## src/rtl/gbuf_arbiter.sv

```systemverilog
// gbuf_arbiter: round-robin burst arbiter sharing the single-port global buffer
module gbuf_arbiter #(
  parameter int N_REQ  = 4,
  parameter int ADDR_W = 32,
  parameter int DATA_W = 16,
  parameter int LEN_W  = 8
) (
  input  logic                    clk,
  input  logic                    rst_n,
  input  logic [N_REQ-1:0]        req,
  input  logic [N_REQ-1:0]        we,
  input  logic [N_REQ*ADDR_W-1:0] addr,
  input  logic [N_REQ*LEN_W-1:0]  len,
  input  logic [N_REQ*DATA_W-1:0] wdata,
  output logic [N_REQ-1:0]        ack,
  output logic [N_REQ-1:0]        done,
  output logic [N_REQ-1:0]        rvalid,
  output logic [DATA_W-1:0]       rdata,
  output logic                    busy,
  output logic                    mem_ce,
  output logic                    mem_we,
  output logic [ADDR_W-1:0]       mem_addr,
  output logic [DATA_W-1:0]       mem_wdata,
  input  logic [DATA_W-1:0]       mem_rdata
);
  localparam int IW = (N_REQ > 1) ? $clog2(N_REQ) : 1;
  typedef enum logic {IDLE = 1'b0, BURST = 1'b1} state_t;
  state_t              r_state, w_next;
  logic [IW-1:0]       r_rr_ptr, r_owner, r_beat_owner, r_tag_owner, w_pick, w_idx;
  logic                w_found, w_grant, w_last, r_we, r_tag_v;
  logic [ADDR_W-1:0]   r_addr_ptr;
  logic [LEN_W-1:0]    r_count;
  logic [N_REQ-1:0]    r_done;
  assign w_grant = (r_state == IDLE) && w_found;
  assign w_last  = (r_state == BURST) && (r_count == '0);
  assign done    = r_done;
  assign rdata   = mem_rdata;
  // first requester at or after the round-robin pointer, wrapping around
  always_comb begin
    w_pick  = '0;
    w_idx   = '0;
    w_found = 1'b0;
    for (int k = 0; k < N_REQ; k++) begin
      w_idx = IW'((int'(r_rr_ptr) + k) % N_REQ);
      if (!w_found && req[w_idx]) begin
        w_found = 1'b1;
        w_pick  = w_idx;
      end
    end
  end
  // state register
  always_ff @(posedge clk or negedge rst_n)
    if (!rst_n) r_state <= IDLE;
    else        r_state <= w_next;
  // next state: grant opens a burst, the beat with count==0 closes it
  always_comb w_next = w_grant ? BURST : w_last ? IDLE : r_state;
  // outputs decoded from state: owner ack and busy
  always_comb begin
    ack = '0;
    if (r_state == BURST) ack[r_owner] = 1'b1;
    busy = (r_state == BURST);
  end
  // grant capture, then address/count stepping once per beat
  always_ff @(posedge clk or negedge rst_n)
    if (!rst_n) begin
      r_rr_ptr   <= '0;
      r_owner    <= '0;
      r_we       <= 1'b0;
      r_addr_ptr <= '0;
      r_count    <= '0;
    end else if (w_grant) begin
      r_owner    <= w_pick;
      r_we       <= we[w_pick];
      r_addr_ptr <= addr[int'(w_pick)*ADDR_W +: ADDR_W];
      r_count    <= len[int'(w_pick)*LEN_W +: LEN_W];
      r_rr_ptr   <= (w_pick == IW'(N_REQ - 1)) ? '0 : w_pick + IW'(1);
    end else if (busy) begin
      r_addr_ptr <= r_addr_ptr + ADDR_W'(1);
      r_count    <= r_count - LEN_W'(1);
    end
  // registered buffer strobes; address and data hold while idle
  always_ff @(posedge clk or negedge rst_n)
    if (!rst_n) begin
      mem_ce       <= 1'b0;
      mem_we       <= 1'b0;
      mem_addr     <= '0;
      mem_wdata    <= '0;
      r_beat_owner <= '0;
      r_done       <= '0;
    end else begin
      mem_ce <= busy;
      mem_we <= busy & r_we;
      if (busy) begin
        mem_addr     <= r_addr_ptr;
        mem_wdata    <= wdata[int'(r_owner)*DATA_W +: DATA_W];
        r_beat_owner <= r_owner;
      end
      r_done <= w_last ? (N_REQ'(1) << r_owner) : '0;
    end
  // read tag follows each read beat into the buffer's data-return cycle
  always_ff @(posedge clk or negedge rst_n)
    if (!rst_n) begin
      r_tag_v     <= 1'b0;
      r_tag_owner <= '0;
    end else begin
      r_tag_v     <= mem_ce & ~mem_we;
      r_tag_owner <= r_beat_owner;
    end
  // read data strobe steered to the requester that issued the beat
  always_comb begin
    rvalid = '0;
    if (r_tag_v) rvalid[r_tag_owner] = 1'b1;
  end
endmodule
```

## config.mk

```make
export PLATFORM = sky130hd
export DESIGN_NAME = gbuf_arbiter
export DESIGN_NICKNAME = d
export VERILOG_FILES = /design/src/rtl/gbuf_arbiter.sv
export SDC_FILE = /design/constraint.sdc
export NUM_CORES = 1
export LEC_CHECK = 0
export CELL_PAD_IN_SITES_DETAIL_PLACEMENT = 1
export CELL_PAD_IN_SITES_GLOBAL_PLACEMENT = 1
export CORE_AREA = 4 4 127 129
export CTS_CLUSTER_SIZE = 20
export DETAILED_ROUTE_END_ITERATION = 6
export DIE_AREA = 0 0 131 133
export DONT_BUFFER_PORTS = 1
export PLACE_DENSITY = 0.83
export RECOVER_POWER = 50
export REMOVE_ABC_BUFFERS = 1
export SYNTH_ARGS = -nofsm -noshare
export SYNTH_HDL_FRONTEND = slang
export SYNTH_SLANG_ARGS = --single-unit
```

## constraint.sdc

```tcl
create_clock -name clk -period 4.3 [get_ports clk]
set_input_delay 0.645 -clock clk [delete_from_list [all_inputs] [get_ports clk]]
set_output_delay 0.645 -clock clk [all_outputs]
set_load 0.03 [all_outputs]
```

---- Word-level counts from Yosys, hierarchy flattened ----
Cells that the tools add are included.
word-level totals
  flip-flop bits (word level) ............. 105
  latch bits .............................. 0
  RAM bits ................................ 0
  bits in read-only memories .............. 0
  input port bits ......................... 250
  memories ................................ 0
cells by class
  add/sub/neg operators ................... 6
  $mul .................................... 0
  divide/modulo/power cells ............... 0
  magnitude comparators ................... 9
  equal/unequal tests ..................... 1
  shifts and indexed selects .............. 4
  multiplexer cells ....................... 32
  bitwise gates (word level) .............. 4
  reductions and logical operators ........ 13
operator list
  kind                                                                                  number
  128-bit by 8-bit variable part select with 32-bit output                              1
  32-bit two-way mux                                                                    2
  64-bit by 7-bit variable part select with 16-bit output                               1
  32-bit by 1-bit adder with 32-bit output (second input constant)                      1
  32-bit by 6-bit variable part select with 8-bit output                                1
  2-bit by 3-bit less-than comparator with 1-bit output (second input constant)         7
  8-bit two-way mux                                                                     2
  1-bit two-way mux                                                                     13
  4-bit two-way mux                                                                     3
  1-bit binary-select mux with 2-bit select                                             5
  2-bit two-way mux                                                                     5
  8-bit zero test                                                                       1
  8-bit by 1-bit subtractor with 8-bit output (second input constant)                   1
  1-bit logical AND                                                                     7
  2-bit by 1-bit adder with 2-bit output (second input constant)                        2
  2-bit adder (second input constant)                                                   2
  1-bit demux with 2-bit select                                                         2
  2-bit by 1-bit greater-or-equal comparator with 1-bit output (second input constant)  2
  2-bit nonzero test                                                                    2
  1-bit by 2-bit << shifter with 4-bit output (first input constant)                    1
  1-bit zero test                                                                       3
  1-bit bitwise AND                                                                     2
  2-bit equality test (second input constant)                                           1
  1-bit NOT                                                                             2

---- Depth between registers and ports, before layout ----
  depth in word-level cells ............... 14
  gate-level depth with buffers ........... 9

---- Worst setup path before layout ----
OpenSTA, ideal clock, no wires.
  path kind ............................... register -> output
  start point ............................. reg r_owner[1]
  end point ............................... out ack[2]
  data arrival time ....................... 1.963 ns
  required time ........................... 3.655 ns
  setup slack ............................. 1.692 ns
  stages on the path, launching flop included .. 5
  path buffers ............................ 3
  path through ............................ dfrtp_1 > clkbuf_1 > clkbuf_1 > clkbuf_1 > nor3b_1
between the ends
  word-level cells in the longest chain between the ends .. 5
ends and longest elaborated chain
  item                                                                                                                                                         line  RTL
  start, declared                                                                                                                                              29    logic [IW-1:0] r_rr_ptr, r_owner, r_beat_owner, r_tag_owner, w_pick, w_idx;
  start signal, assigned                                                                                                                                       72    r_owner <= w_pick;
  2-bit by 3-bit less-than comparator with 1-bit output (implied by the code) or 2-bit by 1-bit greater-or-equal comparator with 1-bit output (tied branches)  60    if (r_state == BURST) ack[r_owner] = 1'b1;
  1-bit logical AND (implied by the code)                                                                                                                      60
  1-bit two-way mux (implied by the code)                                                                                                                      60
  1-bit demux with 2-bit select *                                                                                                                              60
  4-bit two-way mux *                                                                                                                                          60
  end, declared                                                                                                                                                15    output logic [N_REQ-1:0] ack,
Every way passes the cells marked *; elsewhere a longest branch is shown, timed or not.

---- Worst setup path after layout ----
  start point ............................. reg r_state, in the netlist busy
  end point ............................... out ack[2]
between the ends
  word-level cells in the longest chain between the ends .. 1
ends and longest elaborated chain
  item                    line  RTL
  start, declared         28    state_t r_state, w_next;
  start signal, assigned  54    else r_state <= w_next;
  4-bit two-way mux       60
Every way passes these cells.

==> metrics.yaml <==
clock_tree:
  root_buffer: "clkbuf_16"
  cts_buffer_depth: 2
  numCtsBuffers: 9
  cts_setup_buffers: 0
  clk_latency_ns: 0.35
  clkTransAtPathRegs_ns: 0.07
  htree_num_levels: 3
  numClockSinks: 105
  cts_tree: "built"
  hold_buffers: 1
  cts_resized: 0
power:
  internal_power_uw: 2140
  power.density_mw_per_mm2: 531
  power.switching_uw: 1430
  power_frac_seq_pct: 49.8
  switching_share_pct: 40.0
  p_leak_uw: 0.00288
  p_comb_share_pct: 28.0
  clockPowerShare_pct: 22.3
  ir_worst_vdd_v: 0.000230
timing:
  fin_tns_setup_ns: 0
  setup_ws_ns: 0.902
  fin_crit_sh_pct: 79.0
  finalHoldViolations: 0
  slew_violations: 106
  maxSlewHeadroom_pct: -80.1
  fin_skew_ns: 0.0113
  period_minus_slack_ns: 3.40
  max_clock_freq_mhz: 294
  rsz0062_at_grt: "no"
  setup_viol: 0
  tightest_slew_ns: 2.70
die:
  die_area_mm2: 0.0174
  initial_utilization_pct: 43.6
  rows: 45
  coreArea_mm2: 0.0150
  chipHeight_um: 133
  ioPinCount: 329
  die_w_um: 131
critical_path:
  crit_path_end_kind: "output port"
  r2r-start: "busy$_DFFE_PN0P_"
  cp_max_fo: 22
  crit_start: "busy$_DFFE_PN0P_"
  r2r-end: "r_addr_ptr[30]$_DFFE_PN0P_"
  crit_required_ns: 3.65
  reg2reg_slack_ns: 1.18
  arrival_ns: 2.75
  startpoint_type: "flop"
  worstRegToRegCells: 7
  critPathKind: "reg -> out"
drt:
  drc: 0
  ant_nets: 0
  routed_via_density: 6.18
  vias: 5136
  drt_iter0_drc: 202
  drt-pass1-iter-count: 4
  wl_per_cell_um: 24.2
  drt-total-wl_mm: 20.1
status:
  violations: "max-capacitance violations, max-slew violations"
  outcome: "complete, but fails checks"
hold_path:
  whs_path_depth: 0
  hold_path.startpoint: "r_beat_owner[1]$_DFFE_PN0P_"
  hold_path_end: "r_tag_owner[1]$_DFF_PN0_"
  worst_hold_path_type: "reg -> reg"
layout:
  area_growth_pct: 2.61
  final_area_mm2: 0.00673
  layout_commonest_cell: "nand2_1"
  layout_common_cells: "nand2_1, dfrtp_1, nand3_1, mux2_2, mux2i_1"
  utilization_pct: 44.8
  drive_above_1_share_pct: 20.5
  fin_nets: 887
place:
  post-place-ws_ns: 1.52
  io_buffer_count: 0
  globalplace.congestion: 0.797
  dpl-instance-area_mm2: 0.00644
  dp_hpwl_mm: 15.1
synth:
  avgSynthCellArea_um2: 9.63
  ys_seq_area_share_pct: 40.1
  ys_warn_count: 0
  synth_edf_count: 0
  syn_area_mm2: 0.00656
  ys_types: 55
  postSynthCellCount: 681
  synth_flop_cell: "dfrtp_1"
  synth-seq-cells: 105
  async_flop_share_pct: 100
grt:
  grt_max_degree: 106
  overflow: 0
  grt_pass1_wl_mm: 30.3
  antenna_found_initial: 5
  grtUsageTotal_pct: 22.3
  grt_pass1_vias: 5606
run:
  maxCapViolations: 1
[metal layers]
layer  part of all wire, %  track usage [%]
met5                 0.065                0
met4                   2.6             9.60
met3                   8.6             6.50
met2                    52             38.6
met1                    37             25.2
[cell usage after synthesis, types with 12 or more instances]
master / number / area share (%)
nand2_1: 167 / 9.6
dfrtp_1: 105 / 40
nand3_1: 80 / 6.1
mux2_2: 58 / 10
mux2i_1: 32 / 4.9
a31o_2: 25 / 3.3
clkbuf_1: 24 / 1.4
buf_4: 18 / 2.1
and3_1: 17 / 1.6
mux4_2: 16 / 5.5
o21ai_0: 14 / 1.1
buf_2: 12 / 0.92
[per-stage QoR]
step                hold WS [ns]  power, uW  instances
finish                     0.391       3570        831
global route               0.398       3820        831
CTS                        0.253       3620        827
detailed placement         0.352       2790        810
global placement           0.352       2700        810
floorplan                  0.349       2490        618
[flip-flops by register name, summed over array words and instances (netlist names), 2 cells and up]
name / cells
done: 4
mem_addr: 32
mem_wdata: 16
r_addr_ptr: 32
r_beat_owner: 2
r_count: 8
r_owner: 2
r_rr_ptr: 2
r_tag_owner: 2
[worst max-delay path by stage]
stage,end,cells past startpoint
after detailed placement,r_count[6]$_DFFE_PN0P_,5
final,ack[2],2
after global routing,ack[2],2
after CTS,ack[2],2
after floorplan,ack[2],2
after global placement,r_count[6]$_DFFE_PN0P_,5
[critical path: stages, from the launching register on]
cell and delay (ns):
dfrtp_1 1.08, inv_1 0.40, nor3b_1 0.92
[power groups by stage]
stage               clock network (uW)  logic (uW)  registers, uW
global route                       881        1120           1820
global placement                     0         928           1770
floorplan                            0         794           1690
detailed placement                   0         994           1800
finish                             795         999           1780
CTS                                824        1020           1780
[final cells by class]
type                       count  area, um2
fill                        1687       8300
antenna                        4       10.0
sequential                   105       2630
inverter                       9       33.8
clock buffer                  11        243
multi-input combinational    504       3510
clock inverter                 5       36.3
timing repair buffer           5       35.0
tap                          188        235
[cell families after synthesis]
| group | Yosys count | synth area share (%) |
|---|---|---|
| simple gates | 316 | 22.9 |
| buf+inv | 72 | 6.70 |
| xor+xnor | 3 | 0.401 |
| mux | 106 | 20.3 |
| flops | 105 | 40.1 |
| fa+ha+maj | 3 | 0.572 |
| compound gates | 76 | 9.03 |
Power figures use the tool's default switching activity.
